$ cat config.mk
export PLATFORM = sky130hd
export DESIGN_NAME = mem_port_arbiter
export DESIGN_NICKNAME = d
export VERILOG_FILES = /design/src/rtl/mem_arb_pkg.sv /design/src/rtl/mem_arb_prio.sv /design/src/rtl/mem_port_arbiter.sv
export SDC_FILE = /design/constraint.sdc
export NUM_CORES = 1
export LEC_CHECK = 0
export CAP_MARGIN = 20
export CORE_AREA = 5 5 79 88
export DETAILED_ROUTE_END_ITERATION = 10
export DIE_AREA = 0 0 84 93
export PLACE_DENSITY = 0.75
export SYNTH_ARGS = -nofsm -noshare
export SYNTH_HDL_FRONTEND = slang
export SYNTH_HIERARCHICAL = 1
export SYNTH_SLANG_ARGS = --single-unit
export TNS_END_PERCENT = 10
$ cat constraint.sdc
create_clock -name CLK -period 1 [get_ports CLK]
set_input_delay 0.15 -clock CLK [delete_from_list [all_inputs] [get_ports CLK]]
set_output_delay 0.15 -clock CLK [all_outputs]
set_load 0.02 [all_outputs]
$ cat src/rtl/mem_arb_pkg.sv
// Shared types for the instruction/data block-memory port arbiter.
// Build option MEM_ARB_FAIRNESS_EN enables the fetch starvation guard.
package mem_arb_pkg;

    typedef enum logic {
        OWNER_I,
        OWNER_D
    } owner_t;

    localparam int MEM_ADDR_W = 10;
    localparam int MEM_DATA_W = 32;

endpackage

$ cat src/rtl/mem_arb_prio.sv
// Per-cycle grant logic: data over fetch, with an optional starvation guard
// for fetch when MEM_ARB_FAIRNESS_EN is defined.
module mem_arb_prio
`ifdef MEM_ARB_FAIRNESS_EN
#(
    parameter int STARVE_LIMIT = 4
)
`endif
(
`ifdef MEM_ARB_FAIRNESS_EN
    input  logic clk,
`endif
    input  logic rst,
    input  logic i_req,
    input  logic d_req,
    output logic i_gnt,
    output logic d_gnt
);

`ifdef MEM_ARB_FAIRNESS_EN
    localparam int CNT_W = $clog2(STARVE_LIMIT + 1);
    localparam logic [CNT_W-1:0] LIMIT = CNT_W'(STARVE_LIMIT);

    logic [CNT_W-1:0] starve_cnt_q;
    logic [CNT_W-1:0] starve_cnt_d;
    logic             starved;

    assign starved = (starve_cnt_q == LIMIT);

    always_comb begin
        d_gnt = ~rst & d_req & ~(i_req & starved);
        i_gnt = ~rst & i_req & ~d_gnt;
    end

    // Counts data wins while fetch waits; saturates at the limit.
    always_comb begin
        starve_cnt_d = starve_cnt_q;
        if (rst || !i_req || i_gnt) begin
            starve_cnt_d = '0;
        end else if (d_gnt && !starved) begin
            starve_cnt_d = starve_cnt_q + 1'b1;
        end
    end

    always_ff @(posedge clk) begin
        if (rst) begin
            starve_cnt_q <= '0;
        end else begin
            starve_cnt_q <= starve_cnt_d;
        end
    end
`else
    always_comb begin
        d_gnt = ~rst & d_req;
        i_gnt = ~rst & i_req & ~d_req;
    end
`endif

endmodule

$ cat src/rtl/mem_port_arbiter.sv
// Shares a 1-cycle-latency single-port block memory between fetch and load/store.
// Build option MEM_ARB_FAIRNESS_EN bounds how long data can starve fetch.
module mem_port_arbiter
    import mem_arb_pkg::*;
#(
    parameter int ADDR_W       = MEM_ADDR_W,
    parameter int DATA_W       = MEM_DATA_W,
    parameter int STARVE_LIMIT = 4
) (
    input  logic              CLK,
    input  logic              RST,
    input  logic              I_REQ,
    input  logic [ADDR_W-1:0] I_ADDR,
    output logic              I_GNT,
    output logic              I_RVALID,
    output logic [DATA_W-1:0] I_RDATA,
    input  logic              D_REQ,
    input  logic              D_WE,
    input  logic [ADDR_W-1:0] D_ADDR,
    input  logic [DATA_W-1:0] D_WDATA,
    output logic              D_GNT,
    output logic              D_RVALID,
    output logic [DATA_W-1:0] D_RDATA,
    output logic [ADDR_W-1:0] MEM_ADDRESS,
    output logic              MEM_WRITE_ENABLE,
    output logic [DATA_W-1:0] MEM_WRITE_DATA,
    input  logic [DATA_W-1:0] MEM_READ_DATA
);

    logic   i_gnt;
    logic   d_gnt;
    logic   valid_q;
    logic   valid_d;
    owner_t owner_q;
    owner_t owner_d;

`ifdef MEM_ARB_FAIRNESS_EN
    mem_arb_prio #(
        .STARVE_LIMIT(STARVE_LIMIT)
    ) u_prio (
        .clk  (CLK),
        .rst  (RST),
        .i_req(I_REQ),
        .d_req(D_REQ),
        .i_gnt(i_gnt),
        .d_gnt(d_gnt)
    );
`else
    mem_arb_prio u_prio (
        .rst  (RST),
        .i_req(I_REQ),
        .d_req(D_REQ),
        .i_gnt(i_gnt),
        .d_gnt(d_gnt)
    );
`endif

    assign I_GNT = i_gnt;
    assign D_GNT = d_gnt;

    always_comb begin
        MEM_ADDRESS      = '0;
        MEM_WRITE_ENABLE = 1'b0;
        MEM_WRITE_DATA   = '0;
        if (d_gnt) begin
            MEM_ADDRESS      = D_ADDR;
            MEM_WRITE_ENABLE = D_WE;
            MEM_WRITE_DATA   = D_WDATA;
        end else if (i_gnt) begin
            MEM_ADDRESS      = I_ADDR;
        end
    end

    always_comb begin
        valid_d = ~RST & (i_gnt | d_gnt);
        owner_d = d_gnt ? OWNER_D : OWNER_I;
    end

    always_ff @(posedge CLK) begin
        if (RST) begin
            valid_q <= 1'b0;
            owner_q <= OWNER_I;
        end else begin
            valid_q <= valid_d;
            owner_q <= owner_d;
        end
    end

    // Reset in the response cycle drops the response (a write already stands).
    always_comb begin
        I_RVALID = valid_q & ~RST & (owner_q == OWNER_I);
        D_RVALID = valid_q & ~RST & (owner_q == OWNER_D);
        I_RDATA  = I_RVALID ? MEM_READ_DATA : '0;
        D_RDATA  = D_RVALID ? MEM_READ_DATA : '0;
    end

endmodule

==> impl_metrics.json <==
{
  "core_area_mm2": 0.00601,
  "antenna_found_initial": 0,
  "hold_viol_final": 0,
  "row_count": 30,
  "hold_depth": 3,
  "die_area_mm2": 0.00781,
  "synth_top_family_by_area": "simple AND/OR/NAND/NOR gates",
  "power_density_mw_per_mm2": 420,
  "nets": 431,
  "clk_pin_slew_ps": 30,
  "drv_cap": 0,
  "synthAdderAreaFrac_pct": 0,
  "synth_area_leaders": "and2_1 42%, and2_4 26%, a22o_1 9.0%",
  "ios": 200,
  "min_from": "RST",
  "portBuffers": 199,
  "fin_crit_sh_pct": 146,
  "wl_per_cell_um": 15.8,
  "gp_congestion": 0.775,
  "leakagePower_nw": 1.74,
  "drc": 0,
  "clkSinkCount": 2,
  "synth-edff-count": 0,
  "slowest_delay_ps": 320,
  "track_usage_pct": 15.9,
  "first_iter_violations": 13,
  "layout_setup_ws_ps": -457,
  "critPathKind": "flip-flop to output port",
  "slew_headroom_pct": 86.6,
  "ys_seq_elements": 2,
  "detailroute.via_count": 1752,
  "synth_top_area_cell": "and2_1",
  "whs_endpoint": "valid_q$_SDFF_PP0_",
  "synth_most_common_cell": "and2_1",
  "synth_xor_area_share_pct": 0,
  "arrival_ps": 1310,
  "clock.fmax_mhz": 686,
  "antenna_left": 0,
  "status": "finished with violations",
  "synthFlopType": "dfxtp_1",
  "worstPathMaxFanout": 8,
  "worstSetupEndpointType": "output port",
  "setup_violations": 110,
  "synth_cell_type_count": 14,
  "drive_gt1_share_pct": 67.9,
  "syn_area_um2": 975,
  "cts_root_buffer": "clkbuf_8",
  "maxSlewViolCount": 0,
  "synth_compound_area_share_pct": 8.99,
  "clock_path_buffers": 2,
  "initial_utilization_pct": 16.2,
  "grt_pass1_vias": 1898,
  "cts_tree": "done",
  "instances_no_fill": 420,
  "yosys_warnings": 6,
  "cp_slowest_cell": "dfxtp_2",
  "grt_max_degree": 24,
  "cts_buffers": 3,
  "grt_pass1_wl_mm": 9.90,
  "grt_overflow": 0,
  "h-tree-depth": 1,
  "worstMarginPinSlew_ps": 201,
  "dpl.cell_count": 403,
  "dp_hpwl_mm": 4.92,
  "dieWidth_um": 84,
  "syn_avg_cell_area_um2": 7.56,
  "async_flop_share_pct": 0,
  "path_cells": "and3b_2 > buf_12 > buf_16 > and2_4 > buf_6",
  "synthCells": 129,
  "finalCriticalPeriod_ps": 1460,
  "muxShareOfSynthArea_pct": 0,
  "synthesis.nets": 218,
  "routed_wl_mm": 6.63,
  "vias_per_cell": 4.17,
  "placed_area_mm2": 0.00319,
  "rsz0062_at_grt": "yes",
  "ys_top_cells_by_count": "65 x and2_1, 29 x and2_4, 10 x a22o_1, 6 x buf_6",
  "drt_first_pass_iters": 4,
  "synth_top_area_share_pct": 41.7,
  "violations": "negative setup slack",
  "yosysSeqAreaShare_pct": 4.11,
  "synthSimpleGateAreaFrac_pct": 77.3,
  "vdd_drop_max_v": 0.000611,
  "worst_setup_path_start_kind": "flip-flop",
  "finish.utilization_pct": 61.4,
  "fin_area_mm2": 0.00369,
  "n_antenna_cell": 0,
  "die_h_um": 93,
  "syn2layout_area_growth_pct": 278,
  "finalSetupTns_ps": -36590,
  "hold_class": "input pin to flip-flop",
  "worstPathRequired_ps": 850
}
report_power, final:
group          switching [mW]  internal [mW]  leakage, nW
logic                   0.409          0.730         1.70
clock network          0.0685          0.255       0.0216
registers             0.00260         0.0853       0.0172
total                   0.480           1.07         1.74
cells by family after synthesis:
| family | after synthesis |
|---|---|
| AO/OA/AOI/OAI | 10 |
| flip-flops | 2 |
| AND/OR/NAND/NOR | 105 |
| buffers and inverters | 12 |
layout by cell type, fill, tap and decap left out, drive strengths merged:
master         count
dlygate4sd2        1
and2b              1
a22o              10
dfxtp              2
and2              97
buf              134
and3b              1
clkdlybuf4s50     85
nor3b              2
clkbuf             3
nor2b              2
nor2               2
final cells by class:
cell class,count,area (um^2)
clock buffer,3,41.3
fill,485,2320
multi-input combinational,115,1050
sequential,2,42.5
tap,80,100
timing repair buffer,220,2460
worst max-delay path: cells and delay by family, from the launching register on:
| family | cells | cell delay, ps |
|---|---|---|
| buffers and inverters | 3 | 390 |
| flip-flops | 1 | 320 |
| AND/OR/NAND/NOR | 2 | 370 |
flip-flops by register name, indices dropped and copies added (netlist names):
signal,flops
owner_q,1
valid_q,1
worst max-delay path by stage:
stage                           endpoint  slack [ps]                from
after floorplan           MEM_ADDRESS[0]        -130               D_REQ
after global placement    MEM_ADDRESS[6]       -1180                 RST
after detailed placement  MEM_ADDRESS[6]       -1180                 RST
after CTS                    D_RDATA[11]        -500  owner_q$_SDFF_PP0_
after global routing         D_RDATA[14]        -510  owner_q$_SDFF_PP0_
final                        D_RDATA[24]        -460  owner_q$_SDFF_PP0_
what timing repair did:
action | 4_1_cts | 5_1_grt
cloned | 7 | 0
pin swaps | 28 | 10
buffers inserted | 10 | 1
endpoints found under the setup margin | 113 | 111
resized for setup | 674 | 52
hold buffers | 0 | 0
through the flow:
stage / hold WS, ps / worst slack [ps] / total power [mW]
after detailed placement: 849 / -1180 / 1.05
after floorplan: 222 / -135 / 0.434
after CTS: 228 / -505 / 1.53
final: 214 / -457 / 1.55
after global placement: 854 / -1180 / 1.05
after global routing: 223 / -509 / 1.62
per-layer routing:
layer  GRT usage, %  wire (um)  vias to the layer above  part of all wire [%]
met5              0          0                        -                     0
met4           4.42        119                        0                   1.8
met3           7.84        903                       10                    14
met2           31.0       3590                      146                    54
met1           14.4       2010                      769                    30
li1               -          -                      827                     -
No activity file was read; power rests on OpenSTA's default activity.
